<file path="src/rtl/rst_seq_if.sv">
// rtl/rst_seq_if.sv - request/status bundle between a reset requester and rst_seq
interface rst_seq_if #(
  parameter int NUM_DOMAINS = 4
);
  logic                   sw_rst_req;
  logic                   hold;
  logic [NUM_DOMAINS-1:0] dom_rst_;
  logic                   busy;
  logic                   all_released;
  logic                   sw_rst_ack;
  logic                   wdog_err;

  modport master (
    output sw_rst_req, hold,
    input  dom_rst_, busy, all_released, sw_rst_ack, wdog_err
  );

  modport slave (
    input  sw_rst_req, hold,
    output dom_rst_, busy, all_released, sw_rst_ack, wdog_err
  );
endinterface

</file>
<file path="src/rtl/rst_seq.sv">
// rtl/rst_seq.sv - staged reset-domain sequencer; hold watchdog enabled by RST_SEQ_WDOG_EN
module rst_seq #(
  parameter int NUM_DOMAINS  = 4,
  parameter int STAGE_CYCLES = 16,
  parameter int WDOG_CYCLES  = 1024
) (
  input  logic       clk,
  input  logic       rst_,
  rst_seq_if.slave   bus
);
  typedef enum logic [1:0] {ST_ASSERT, ST_RELEASE, ST_DONE} state_t;

  localparam logic [15:0] CNT_LAST = 16'(STAGE_CYCLES - 1);
  localparam logic [3:0]  IDX_LAST = 4'(NUM_DOMAINS - 1);

  state_t                 state_q, state_d;
  logic [15:0]            cnt_q, cnt_d;
  logic [3:0]             idx_q, idx_d;
  logic [NUM_DOMAINS-1:0] dom_q, dom_d;
  logic                   busy_q, busy_d;
  logic                   all_rel_q, all_rel_d;
  logic                   ack_q, ack_d;
  logic                   ack_pend_q, ack_pend_d;

  // State register: sequencer state, counters and registered outputs
  always_ff @(posedge clk) begin
    if (!rst_) begin
      state_q    <= ST_ASSERT;
      cnt_q      <= '0;
      idx_q      <= '0;
      dom_q      <= '0;
      busy_q     <= 1'b1;
      all_rel_q  <= 1'b0;
      ack_q      <= 1'b0;
      ack_pend_q <= 1'b0;
    end else begin
      state_q    <= state_d;
      cnt_q      <= cnt_d;
      idx_q      <= idx_d;
      dom_q      <= dom_d;
      busy_q     <= busy_d;
      all_rel_q  <= all_rel_d;
      ack_q      <= ack_d;
      ack_pend_q <= ack_pend_d;
    end
  end

  // Next state: software request or hold restarts; otherwise one domain per stage
  always_comb begin
    state_d = state_q;
    cnt_d   = cnt_q;
    idx_d   = idx_q;
    dom_d   = dom_q;
    if (bus.sw_rst_req) begin
      state_d = ST_ASSERT;
      cnt_d   = '0;
      idx_d   = '0;
      dom_d   = '0;
    end else begin
      case (state_q)
        ST_ASSERT: begin
          if (bus.hold) begin
            cnt_d = '0;
          end else if (cnt_q == CNT_LAST) begin
            cnt_d   = '0;
            dom_d   = NUM_DOMAINS'(1);
            idx_d   = 4'd1;
            state_d = (NUM_DOMAINS == 1) ? ST_DONE : ST_RELEASE;
          end else begin
            cnt_d = cnt_q + 16'd1;
          end
        end
        ST_RELEASE: begin
          if (bus.hold) begin
            state_d = ST_ASSERT;
            cnt_d   = '0;
            idx_d   = '0;
            dom_d   = '0;
          end else if (cnt_q == CNT_LAST) begin
            cnt_d = '0;
            dom_d = dom_q | (NUM_DOMAINS'(1) << idx_q);
            idx_d = idx_q + 4'd1;
            if (idx_q == IDX_LAST) begin
              state_d = ST_DONE;
            end
          end else begin
            cnt_d = cnt_q + 16'd1;
          end
        end
        default: begin
          cnt_d = '0;
          if (bus.hold) begin
            state_d = ST_ASSERT;
            idx_d   = '0;
            dom_d   = '0;
          end
        end
      endcase
    end
  end

  // Outputs: status follows next state; ack fires once on DONE entry if a request is owed
  always_comb begin
    busy_d     = (state_d != ST_DONE);
    all_rel_d  = (state_d == ST_DONE);
    ack_d      = 1'b0;
    ack_pend_d = ack_pend_q;
    if (bus.sw_rst_req) begin
      ack_pend_d = 1'b1;
    end else if (state_d == ST_DONE && state_q != ST_DONE && ack_pend_q) begin
      ack_d      = 1'b1;
      ack_pend_d = 1'b0;
    end
  end

  assign bus.dom_rst_     = dom_q;
  assign bus.busy         = busy_q;
  assign bus.all_released = all_rel_q;
  assign bus.sw_rst_ack   = ack_q;

`ifdef RST_SEQ_WDOG_EN
  logic [15:0] wcnt_q;
  logic        wdog_q;

  // Watchdog: count consecutive hold cycles, latch the error until reset
  always_ff @(posedge clk) begin
    if (!rst_) begin
      wcnt_q <= '0;
      wdog_q <= 1'b0;
    end else if (bus.hold) begin
      if (wcnt_q != 16'(WDOG_CYCLES)) begin
        wcnt_q <= wcnt_q + 16'd1;
      end
      if (wcnt_q == 16'(WDOG_CYCLES - 1)) begin
        wdog_q <= 1'b1;
      end
    end else begin
      wcnt_q <= '0;
    end
  end

  assign bus.wdog_err = wdog_q;
`else
  assign bus.wdog_err = 1'b0;
`endif
endmodule

</file>
<file path="src/flat_wrapper.sv">
// flat-port wrapper written by rule: the top's interface ports become plain ports
module rst_seq_flat 
#(
  parameter int NUM_DOMAINS  = 4,
  parameter int STAGE_CYCLES = 16,
  parameter int WDOG_CYCLES  = 1024
)
  (clk, rst_, bus_sw_rst_req, bus_hold, bus_dom_rst_, bus_busy, bus_all_released, bus_sw_rst_ack, bus_wdog_err);
  rst_seq_if #(.NUM_DOMAINS(NUM_DOMAINS)) bus_i ();
  input  logic clk;
  input  logic rst_;
  input wire logic [$bits(bus_i.sw_rst_req)-1:0] bus_sw_rst_req;
  input wire logic [$bits(bus_i.hold)-1:0] bus_hold;
  output wire logic [$bits(bus_i.dom_rst_)-1:0] bus_dom_rst_;
  output wire logic [$bits(bus_i.busy)-1:0] bus_busy;
  output wire logic [$bits(bus_i.all_released)-1:0] bus_all_released;
  output wire logic [$bits(bus_i.sw_rst_ack)-1:0] bus_sw_rst_ack;
  output wire logic [$bits(bus_i.wdog_err)-1:0] bus_wdog_err;
  assign bus_i.sw_rst_req = bus_sw_rst_req;
  assign bus_i.hold = bus_hold;
  assign bus_dom_rst_ = bus_i.dom_rst_;
  assign bus_busy = bus_i.busy;
  assign bus_all_released = bus_i.all_released;
  assign bus_sw_rst_ack = bus_i.sw_rst_ack;
  assign bus_wdog_err = bus_i.wdog_err;
  rst_seq #(.NUM_DOMAINS(NUM_DOMAINS), .STAGE_CYCLES(STAGE_CYCLES), .WDOG_CYCLES(WDOG_CYCLES)) u_core (.clk(clk), .rst_(rst_), .bus(bus_i));
endmodule
</file>
<file path="config.mk">
export PLATFORM = sky130hd
export DESIGN_NAME = rst_seq_flat
export DESIGN_NICKNAME = d
export VERILOG_FILES = /design/src/rtl/rst_seq_if.sv /design/src/rtl/rst_seq.sv /design/src/flat_wrapper.sv
export SDC_FILE = /design/constraint.sdc
export NUM_CORES = 1
export LEC_CHECK = 0
export CORE_MARGIN = 2
export CORE_UTILIZATION = 55
export DETAILED_ROUTE_END_ITERATION = 10
export PLACE_DENSITY = 0.81
export SLEW_MARGIN = 20
export SYNTH_ARGS = -nofsm -noshare
export SYNTH_HDL_FRONTEND = slang
export SYNTH_SLANG_ARGS = --single-unit
</file>
<file path="constraint.sdc">
create_clock -name clk -period 2.6 [get_ports clk]
set_clock_uncertainty 0.15 [all_clocks]
set_input_delay 0.39 -clock clk [delete_from_list [all_inputs] [get_ports clk]]
set_output_delay 0.39 -clock clk [all_outputs]
set_load 0.05 [all_outputs]
</file>
Yosys cells after proc, flatten, opt, wreduce, memory -nomap -nowiden
Cells that the tools add are included.

operators by class
  bitwise logic cells = 3
  reductions and logical operators = 9
  eq/ne operators = 9
  add/sub/neg operators = 2
  shifts and indexed selects = 1
  mux-type cells = 20

operators with widths
  cell                                             number
  two-way mux 4 bit                                7
  adder 16 x 1 -> 16 bit, second input constant    1
  == test 16 x 4 -> 1 bit, second input constant   1
  one-hot mux 4 bit (2 select lines)               2
  two-way mux 2 bit                                7
  != test 2 bit, second input constant             3
  OR reduction 5 bit                               1
  adder 4 x 1 -> 4 bit, second input constant      1
  == test 4 x 2 -> 1 bit, second input constant    1
  OR 4 bit                                         1
  one-hot mux 2 bit (2 select lines)               1
  AND reduction 4 bit                              1
  OR reduction 2 bit                               2
  left shift 1 x 4 -> 4 bit, first input constant  1
  two-way mux 1 bit                                3
  != test 3 x 2 -> 1 bit, second input constant    1
  nonzero test 3 bit                               1
  == test 2 x 1 -> 1 bit, second input constant    1
  == test 2 bit, second input constant             1
  logical AND 1 bit                                2
  zero test 2 bit                                  1
  != test 2 x 1 -> 1 bit, second input constant    1
  inverter 1 bit                                   2
  nonzero test 2 bit                               1

storage, ports and cells
  bits of input ports = 4
  register bits = 30

Logic depth before layout (Yosys ltp)
Gate-level depths: netlist of the first run.

  depth after elaboration = 11
  mapped depth = 7
  gate-level depth less buffers = 5

Worst setup path after synthesis of the first run
OpenSTA, ideal clock, no wires.

  path kind = reg2reg
  start point = reg u_core.cnt_q[0]
  end point = reg u_core.cnt_q[11]
  data arrival time = 1.676 ns
  stages on the path, launching flop included = 8
  path buffers = 2
  slack = 0.711 ns
  clock period less this slack = 1.889 ns
  cell sequence = dfxtp_1 > ha_1 > and3_4 > and4_1 > or4_1 > buf_2 > buf_6 > nor2_1

on the way
  longest elaborated chain between the ends = 2
  elaborated cells on any way between the ends = 3
  classes of those cells = add/sub (1); eq/ne (1); reduce/logical (1)

RTL lines
  item                                                                            line           RTL
  from (decl)                                                                     rst_seq.sv:17  logic [15:0] cnt_q, cnt_d;
  from (signal assigned)                                                          rst_seq.sv:38  cnt_q <= cnt_d;
  parallel branches: the longest is 2 deep, another holds adder 16 x 1 -> 16 bit  --

Several ways; the timed one is not identified.
A chain may end at the register's enable or synchronous reset.

Final worst setup path of the first run
  start point = reg u_core.cnt_q[0]
  end point = reg u_core.ack_q (netlist: u_core.bus.sw_rst_ack)

on the way
  longest elaborated chain between the ends = 9
  elaborated cells on any way between the ends = 11
  classes of those cells = eq/ne (2); mux (7); reduce/logical (2)

RTL lines
  item                                    line                          RTL
  == test 16 x 4 -> 1 bit (*)             rst_seq.sv:64, rst_seq.sv:79
  two-way mux 2 bit (on tied branches)    rst_seq.sv:79, rst_seq.sv:64
  two-way mux 2 bit (on tied branches)    rst_seq.sv:74, rst_seq.sv:62
  one-hot mux 2 bit (2 select lines) (*)  rst_seq.sv:60                 case (state_q)
  two-way mux 2 bit (*)                   rst_seq.sv:54                 if (bus.sw_rst_req) begin
  == test 2 bit (*)                       rst_seq.sv:110                end else if (state_d == ST_DONE && state_q != ST_DONE && ack_pend_q) begin
  logical AND 1 bit (*) (2 in series)     rst_seq.sv:110
  two-way mux 1 bit (*)                   rst_seq.sv:110
  to (signal assigned)                    rst_seq.sv:43                 ack_q <= ack_d;
  to (decl)                               rst_seq.sv:22                 logic ack_q, ack_d;

Mark *: on every way between the ends. The rest lies on a longest branch, timed or not.

==> results of run 1 <==
## report_power, final
group,internal (mW),total (mW),switching [mW],leakage (nW)
sequential,0.461,0.462,0.00142,0.242
clock,0.131,0.287,0.156,0.0353
combinational,0.0101,0.0268,0.0167,0.228
## state kept, by name, summed over array words and instances (netlist names)
name and count:
u_core.cnt_q 16, u_core.bus.dom_rst_ 4, u_core.idx_q 4, u_core.state_q 2, u_core.ack_pend_q 1, u_core.bus.all_released 1, u_core.bus.busy 1, u_core.bus.sw_rst_ack 1
## worst max-delay path, delay by kind of cell (launching register included)
kind / cells / cell delay (ps)
adders and majority gates: 1 / 260
DFF: 1 / 400
and+or+nand+nor: 4 / 1430
## layer usage
metal / up-vias / wire length (µm) / GRT usage
li1: 580 / - / -
met1: 562 / 1240 / 0.243
met2: 16 / 1200 / 0.303
met3: 7 / 105 / 0.0583
met4: 0 / 70 / 0.150
met5: - / 0 / 0
## layout make-up
type                            count  area (µm²)
Clock buffer                        7        55.1
Clock inverter                      1        5.00
Fill cell                         197         872
Inverter                            3        11.3
Multi-Input combinational cell    115         713
Sequential cell                    30         601
Tap cell                           30        37.5
Timing Repair Buffer               12         115
## stage by stage
stage               total power, mW  hold slack (ps)  std cells
floorplan                     0.492              287        155
global placement              0.498              299        190
detailed placement            0.500              308        190
CTS                           0.781              327        198
global route                  0.795              347        198
finish                        0.776              322        198
## cells by family (layout without fill, tap and decap cells)
logic type	Yosys count	count (layout)	share of synthesized area
xor gates and xnor gates	13	13	0.0833
AOI/OAI and AO/OA	18	18	0.0962
and+or+nand+nor	79	79	0.307
DFF	30	30	0.440
other	1	1	0.00274
buffers and inverters	10	23	0.0385
muxes	2	2	0.0147
adders and majority gates	2	2	0.0183
## synth_stat cells, types with 2 or more instances
master,count,area share
a21oi_1,4,0.015
and4_1,3,0.019
buf_2,3,0.011
clkbuf_1,2,0.0055
dfxtp_1,30,0.44
ha_1,2,0.018
inv_1,3,0.0082
mux2i_1,2,0.015
nand2_1,9,0.025
nand3_1,7,0.026
nand3b_1,2,0.011
nand4_1,6,0.027
nor2_1,23,0.063
nor2b_1,2,0.0092
nor3_1,9,0.033
nor4_1,9,0.041
o21a_1,6,0.033
or4_1,3,0.016
xnor2_1,10,0.064
xor2_1,3,0.019
## path summary, 6_finish.rpt
kind,from,slack (ps),cells past startpoint,end
worst max-delay path,u_core.cnt_q[0],320,5,u_core.bus.sw_rst_ack
worst min register to register,u_core.bus.dom_rst_[3],320,1,u_core.bus.dom_rst_[3]
worst max register to register,u_core.cnt_q[0],320,5,u_core.bus.sw_rst_ack
worst min-delay path,u_core.bus.dom_rst_[3],320,1,u_core.bus.dom_rst_[3]
## placed cells by master, fill, tap and decap left out, drive strengths merged, types with 3 or more instances in the layout
cell	n
a21oi	4
and4	3
clkbuf	7
clkdlybuf4s50	10
dfxtp	30
inv	3
nand2	9
nand3	7
nand4	6
nor2	23
nor3	9
nor4	9
o21a	6
or4	3
xnor2	10
xor2	3
==> out/metrics.cfg, run 1 <==
[status]
status = complete, no violations

[die]
core_area_mm2 = 0.00241
row_count = 18
io_pins = 12
die_area_mm2 = 0.00290
initial_core_util = 0.567
die_h_um = 53.8
fp.dieW_um = 53.8

[sta]
fmax_ghz = 0.439
tightest_slew_ps = 522
timing.final.ws_setup_ps = 323
period_share = 0.876
finalHoldViolCount = 0
max-slew-margin-rel = 0.651
setup_viol = 0
setup_tns_ps = 0
rsz0062_at_grt = no
slew_viol_final = 0
period_minus_slack_ps = 2280

[clock_network]
cts_sinks = 30
cts_hold_buf = 0
cts_resized = 0
h-tree-depth = 2
cts_buffer_depth = 2
postCtsSetupBuffers = 0
cts-root-buf = clkbuf_4
clk_pin_slew_worst_paths_ps = 90
clk_latency_ps = 330
cts_tree = yes
cts_buffers = 5

[final_layout]
final_core_utilization = 0.638
area_growth_pct = 12.5
drive_gt1_frac = 0.0774
nets = 173
stdcell_area_mm2 = 0.00154
antenna_cells = 0

[detailed_routing]
routed_via_density = 5.88
wl_per_cell_um = 13.2
drtPass1Iterations = 4
drc = 0
wirelength_um = 2610
final_antenna_net_count = 0
vias = 1165
drt_iter0_drc = 19

[grt]
grt_overflow = 0
grt_pass1_wl_um = 4060
grt_max_degree = 17
grt_pass1_vias = 964
antenna_found_initial = 0
grtUsageTotal = 0.202

[synth]
ys.flop_type = dfxtp_1
yosysUniqueCellTypes = 37
ys_seq_area_frac = 0.440
syn_nets = 161
synth_seq_cells = 30
ys_warn_count = 0
syn_inst = 155
synth-edff-count = 0
synth_area_mm2 = 0.00137
synth.avg_cell_area_um2 = 8.81
synthArstFlopShare = 0

[setup_path]
crit_path_end_kind = flop
crit_required_ps = 2730
startpoint_type = flop
max_stage_delay_ps = 520
crit_fanout = 11
crit_type = flop to flop
crit_path_cell_trace = ha_1, and4b_1, nand4_1, nor2_1, and4_1
cp_slowest_cell = nor2_1
critPathArrivalTime_ps = 2410

[placement]
pre_cts_slack_ps = 248
place_hpwl_um = 1870
gp_congestion = 0.786
io_buffers = 10
placed_area_mm2 = 0.00148

[power]
p_per_area_mw_per_mm2 = 504
vdd_drop_max_v = 0.000372
power.leakage_nw = 0.505

[flow_run]
cap_violations = 0

[worst_hold_path]
hold_class = flop to flop

Note: power is estimated with default switching activity, not from simulation.
==> run 2, diff against run 1 <==
--- a/config.mk
+++ b/config.mk
@@ -5,10 +5,13 @@
 export SDC_FILE = /design/constraint.sdc
 export NUM_CORES = 1
 export LEC_CHECK = 0
+export CELL_PAD_IN_SITES_DETAIL_PLACEMENT = 1
+export CELL_PAD_IN_SITES_GLOBAL_PLACEMENT = 1
 export CORE_MARGIN = 2
-export CORE_UTILIZATION = 55
+export CORE_UTILIZATION = 42
 export DETAILED_ROUTE_END_ITERATION = 10
-export PLACE_DENSITY = 0.81
+export PLACE_DENSITY = 0.8
+export REMOVE_ABC_BUFFERS = 1
 export SLEW_MARGIN = 20
 export SYNTH_ARGS = -nofsm -noshare
 export SYNTH_HDL_FRONTEND = slang
==> run 2 against run 1 <==
Net effect:
- critical path depth did not move
- count of clock-buffer cells in the layout decreased by 2
- first-iteration DRC count rose by 84%
- hold slack hardly changed
- clock power down 8.0%
- maximum frequency rose by 7.1%
- utilization down 13 points
- cell count is 7.1% higher
- largest power group unchanged
- highest routed layer unchanged
==> out/metrics.cfg, run 2 (synthesized netlist as in run 1, its figures left out) <==
[grt]
grt_pass1_wl_um = 5120
grt_max_degree = 17
grt_pass1_vias = 1109
grtUsageTotal = 0.190
grt_overflow = 0
antenna_found_initial = 0

[placement]
gp_congestion = 0.750
placed_area_mm2 = 0.00150
place_hpwl_um = 2240
io_buffers = 10

[clock_network]
h-tree-depth = 2
cts_buffer_depth = 2
cts_sinks = 30
postCtsSetupBuffers = 0
cts_buffers = 5
cts-root-buf = clkbuf_4
cts_hold_buf = 0
cts_tree = yes
clk_pin_slew_worst_paths_ps = 90
clk_latency_ps = 330
cts_resized = 0

[final_layout]
drive_gt1_frac = 0.0833
stdcell_area_mm2 = 0.00155
regMostFlops = u_core.cnt_q
final_core_utilization = 0.504
largest_reg_flops = 16
layout_common_cells = 30 x dfxtp_1, 23 x nor2_1, 10 x xnor2_1, 10 x clkdlybuf4s50_1
nets = 174
multiInputGateArea_um2 = 713
seq_area_um2 = 601
antenna_cells = 0
area_growth_pct = 13.5
layout_commonest_cell = dfxtp_1
fillCellCount = 373

[die]
die_h_um = 61.0
core_area_mm2 = 0.00308
initial_core_util = 0.444
fp.dieW_um = 61.0
row_count = 20
die_area_mm2 = 0.00373
io_pins = 12

[detailed_routing]
drc = 0
vias = 1161
wl_per_cell_um = 14.7
drtPass1Iterations = 4
final_antenna_net_count = 0
drt_iter0_drc = 35
routed_via_density = 5.48
wirelength_um = 3120

[setup_path]
crit_required_ps = 2710
crit_type = flop to flop
critPathBufInv = 0
reg2reg_slack_ps = 470
critPathArrivalTime_ps = 2240
crit_path_cell_trace = ha_1, and3_4, and4_1, or4_1, a21oi_1
cp_top_family = simple AND/OR/NAND/NOR gates
cp.depth = 5
crit_path_end_kind = flop
crit_fanout = 15
max_stage_delay_ps = 660
r2r_cells = 5
r2r_start = u_core.cnt_q[0]
cp_slowest_cell = or4_1
r2r_end = u_core.cnt_q[15]
startpoint_type = flop

[flow_run]
cap_violations = 0

[sta]
tightest_slew_ps = 509
period_minus_slack_ps = 2130
fmax_ghz = 0.470
setup_viol = 0
rsz0062_at_grt = no
finalHoldViolCount = 0
slew_viol_final = 0
period_share = 0.818
setup_tns_ps = 0
max-slew-margin-rel = 0.660

[power]
switchingPower_mw = 0.187
seqPwrFrac = 0.613
vdd_drop_max_v = 0.000279
swShare = 0.247
p_per_area_mw_per_mm2 = 487
p_int_mw = 0.568
power.leakage_nw = 0.505
power.share.clock = 0.350
combPwrFrac = 0.037

[worst_hold_path]
worst_hold_path.endpoint = u_core.bus.dom_rst_[0]
min_from = u_core.bus.dom_rst_[0]
whs_path_depth = 1
hold_class = flop to flop

[status]
status = complete, no violations

-- run 2: cell count changes in the layout (fill, tap and decap cells not counted) --
cell / delta
clkbuf_1: -1
clkinv_2: +1
buf_4: +1
clkbuf_8: -1
-- run 2: cell type report --
class,instances,share of cell area
Multi-Input combinational cell,115,0.460
Sequential cell,30,0.387
Timing Repair Buffer,13,0.0791
Tap cell,44,0.0355
Clock buffer,5,0.0242
Inverter,3,0.00726
Clock inverter,2,0.00646
-- run 2: metrics by stage --
step                      setup slack, ps  cells  hold slack [ps]  total power, mW
after global placement                300    205              298            0.499
after global routing                  353    212              341            0.782
final                                 474    212              322            0.755
after floorplan                       668    148              287            0.486
after detailed placement              259    205              303            0.501
after CTS                             440    212              327            0.763
-- run 2: how the worst max path moves through the flow --
stage | startpoint | to | slack, ps
4_1_cts | u_core.cnt_q[0] | u_core.cnt_q[15] | 440
5_1_grt | u_core.cnt_q[0] | u_core.cnt_q[3] | 350
3_3_place_gp | bus_sw_rst_req | u_core.cnt_q[15] | 300
6_report | u_core.cnt_q[0] | u_core.cnt_q[15] | 470
2_1_floorplan | u_core.cnt_q[0] | u_core.idx_q[2] | 670
3_5_place_dp | bus_sw_rst_req | u_core.cnt_q[15] | 260
-- run 2: layer usage --
metal,GRT usage,share of wire
met1,0.227,0.45
met2,0.322,0.50
met3,0.0567,0.033
met4,0.0745,0.013
met5,0,0
-- run 2: power groups by stage --
stage / clock network [mW] / registers (mW) / logic (mW)
after floorplan: 0 / 0.473 / 0.0129
after global placement: 0 / 0.473 / 0.0264
after detailed placement: 0 / 0.473 / 0.0274
after CTS: 0.273 / 0.463 / 0.0277
after global routing: 0.289 / 0.463 / 0.0304
final: 0.264 / 0.463 / 0.0277
-- run 2: worst reg2reg max path: stages, from the launching register on --
cell and delay (ps):
dfxtp_1 350, ha_1 260, and3_4 210, and4_1 200, or4_1 660, a21oi_1 220
==> run 3, diff against run 2 <==
--- a/config.mk
+++ b/config.mk
@@ -8,9 +8,9 @@
 export CELL_PAD_IN_SITES_DETAIL_PLACEMENT = 1
 export CELL_PAD_IN_SITES_GLOBAL_PLACEMENT = 1
 export CORE_MARGIN = 2
-export CORE_UTILIZATION = 42
+export CORE_UTILIZATION = 38
 export DETAILED_ROUTE_END_ITERATION = 10
-export PLACE_DENSITY = 0.8
+export PLACE_DENSITY = 0.77
 export REMOVE_ABC_BUFFERS = 1
 export SLEW_MARGIN = 20
 export SYNTH_ARGS = -nofsm -noshare
==> constraint.sdc (replaced) <==
create_clock -name clk -period 1.8 [get_ports clk]
set_clock_uncertainty 0.15 [all_clocks]
set_input_delay 0.27 -clock clk [delete_from_list [all_inputs] [get_ports clk]]
set_output_delay 0.27 -clock clk [all_outputs]
set_load 0.05 [all_outputs]
==> run 3 against run 2 <==
Net effect:
- the run now ends with setup timing left
- power up 71%
- global-route usage grew 2.3 points
- sequential share of layout area fell by 9.5 points
- worst setup slack worse by 560 ps
==> out/metrics.cfg, run 3 (synthesized netlist as in run 1, its figures left out) <==
[power]
power.leakage_nw = 0.761
power.share.clock = 0.428
switchingPower_mw = 0.300
p_int_mw = 0.992
seqPwrFrac = 0.517
vdd_drop_max_v = 0.000399
swShare = 0.232
combPwrFrac = 0.055
total_power_mw = 1.29
p_per_area_mw_per_mm2 = 621

[setup_path]
r2r_end = u_core.bus.dom_rst_[3]
r2r_cells = 6
critPathBufInv = 2
crit_path_end_kind = flop
crit_fanout = 6
critPathArrivalTime_ps = 1970
startpoint_type = flop
crit_type = flop to flop
r2r_start = u_core.cnt_q[10]
cp_top_family = simple AND/OR/NAND/NOR gates
crit_required_ps = 1880
max_stage_delay_ps = 340
cp_slowest_cell = dfxtp_1
crit_path_cell_trace = nor4_1, buf_4, nand4_1, buf_6, o31a_1, o21a_1
reg2reg_slack_ps = -90

[final_layout]
regMostFlops = u_core.cnt_q
area_growth_pct = 52.3
final_core_utilization = 0.614
layout_commonest_cell = buf_4
drive_gt1_frac = 0.423
largest_reg_flops = 16
fillCellCount = 374
stdcell_count = 254
nets = 213
antenna_cells = 0
layout_common_cells = 43 x buf_4, 24 x dfxtp_1, 15 x nor2_4

[clock_network]
h-tree-depth = 2
cts_tree = yes
cts_sinks = 30
clk_latency_ps = 350
clk_pin_slew_worst_paths_ps = 120
cts-root-buf = clkbuf_4
cts_buffer_depth = 2
cts_buffers = 5

[worst_hold_path]
hold_class = flop to flop
min_from = u_core.bus.dom_rst_[2]
worst_hold_path.endpoint = u_core.bus.dom_rst_[2]
whs_path_depth = 1

[sta]
period_minus_slack_ps = 1890
finalHoldViolCount = 0
slew_viol_final = 0
timing.final.ws_setup_ps = -89.3
rsz0062_at_grt = yes
period_share = 1.05
setup_viol = 11
fmax_ghz = 0.529
setup_tns_ps = -474

[status]
status = finished, violations left
violations = setup timing

[grt]
use_met1 = 0.233
grt_pass1_wl_um = 6690
use_met2 = 0.405
grtUsageTotal = 0.213
grt.busiest_layer = met2
grt_overflow = 0
grt_max_degree = 11
grt_pass1_vias = 1406
use_met3 = 0.0405
antenna_found_initial = 0

[detailed_routing]
wl_per_cell_um = 18.1
wirelength_um = 4600
final_antenna_net_count = 0
drc = 0
drtPass1Iterations = 4
vias = 1395
routed_via_density = 5.49
drt_iter0_drc = 50

[die]
die_h_um = 64.0
fp.dieW_um = 64.0
core_area_mm2 = 0.00339
row_count = 21
die_area_mm2 = 0.00409
initial_core_util = 0.403
io_pins = 12

[placement]
pre_cts_slack_ps = -119
gp_congestion = 0.823
place_hpwl_um = 2720
dp.cells = 241
io_buffers = 10

[flow_run]
cap_violations = 0

run 3: changes by cell type in the layout (fill, tap and decap cells not counted), sizes merged:
cell / delta
buf: +46
clkdlybuf4s50: -7
clkbuf: +2
clkinv: -2
bufinv: +1
run 3: per-stage QoR:
| step | cell area, µm² | hold WS (ps) |
|---|---|---|
| detailed placement | 1740 | 321 |
| global placement | 1740 | 302 |
| global route | 2080 | 358 |
| CTS | 1910 | 342 |
| floorplan | 1330 | 196 |
| finish | 2080 | 343 |
run 3: layer usage:
layer,routed length (µm),up-vias
li1,-,662
met5,0,-
met2,2480,31
met1,1870,689
met3,134,13
met4,116,0
run 3: repair_timing:
item,4_1_cts,5_1_grt
hold buffers,0,0
buffers inserted,3,1
gates resized for setup,18,40
cloned,1,0
setup endpoints to repair,21,28
pin swaps,9,13
run 3: worst max path at each step:
stage	cells past startpoint	endpoint	slack, ps	startpoint
after global routing	6	u_core.bus.dom_rst_[3]	-170	u_core.cnt_q[10]
final	6	u_core.bus.dom_rst_[3]	-90	u_core.cnt_q[10]
after floorplan	5	u_core.idx_q[2]	-130	u_core.cnt_q[0]
after CTS	6	u_core.cnt_q[9]	-10	u_core.cnt_q[0]
after global placement	5	u_core.cnt_q[15]	-60	bus_sw_rst_req
after detailed placement	5	u_core.cnt_q[15]	-120	rst_
run 3: worst reg2reg max path: cells and delay by family, from the launching register on:
| family | cells | cell delay, ps |
|---|---|---|
| AND/OR/NAND/NOR | 2 | 480 |
| buffers and inverters | 2 | 390 |
| AO/OA/AOI/OAI | 2 | 400 |
| flip-flops | 1 | 340 |
run 3: area by class of cell:
class,instances,area (µm²),share of cell area
clock buffers,7,45.0,0.0216
clock inverters,1,30.0,0.0144
inverters,3,11.3,0.00541
multi-input cells,115,891,0.428
flip-flops and latches,30,608,0.292
well taps,46,57.6,0.0277
repair buffers,52,438,0.210
run 3: power by group through the flow:
stage	combinational (mW)	clock, mW	sequential (mW)
CTS	0.0582	0.545	0.668
global route	0.0768	0.580	0.668
global placement	0.0495	0	0.683
floorplan	0.0187	0	0.683
detailed placement	0.0515	0	0.683
finish	0.0714	0.553	0.668
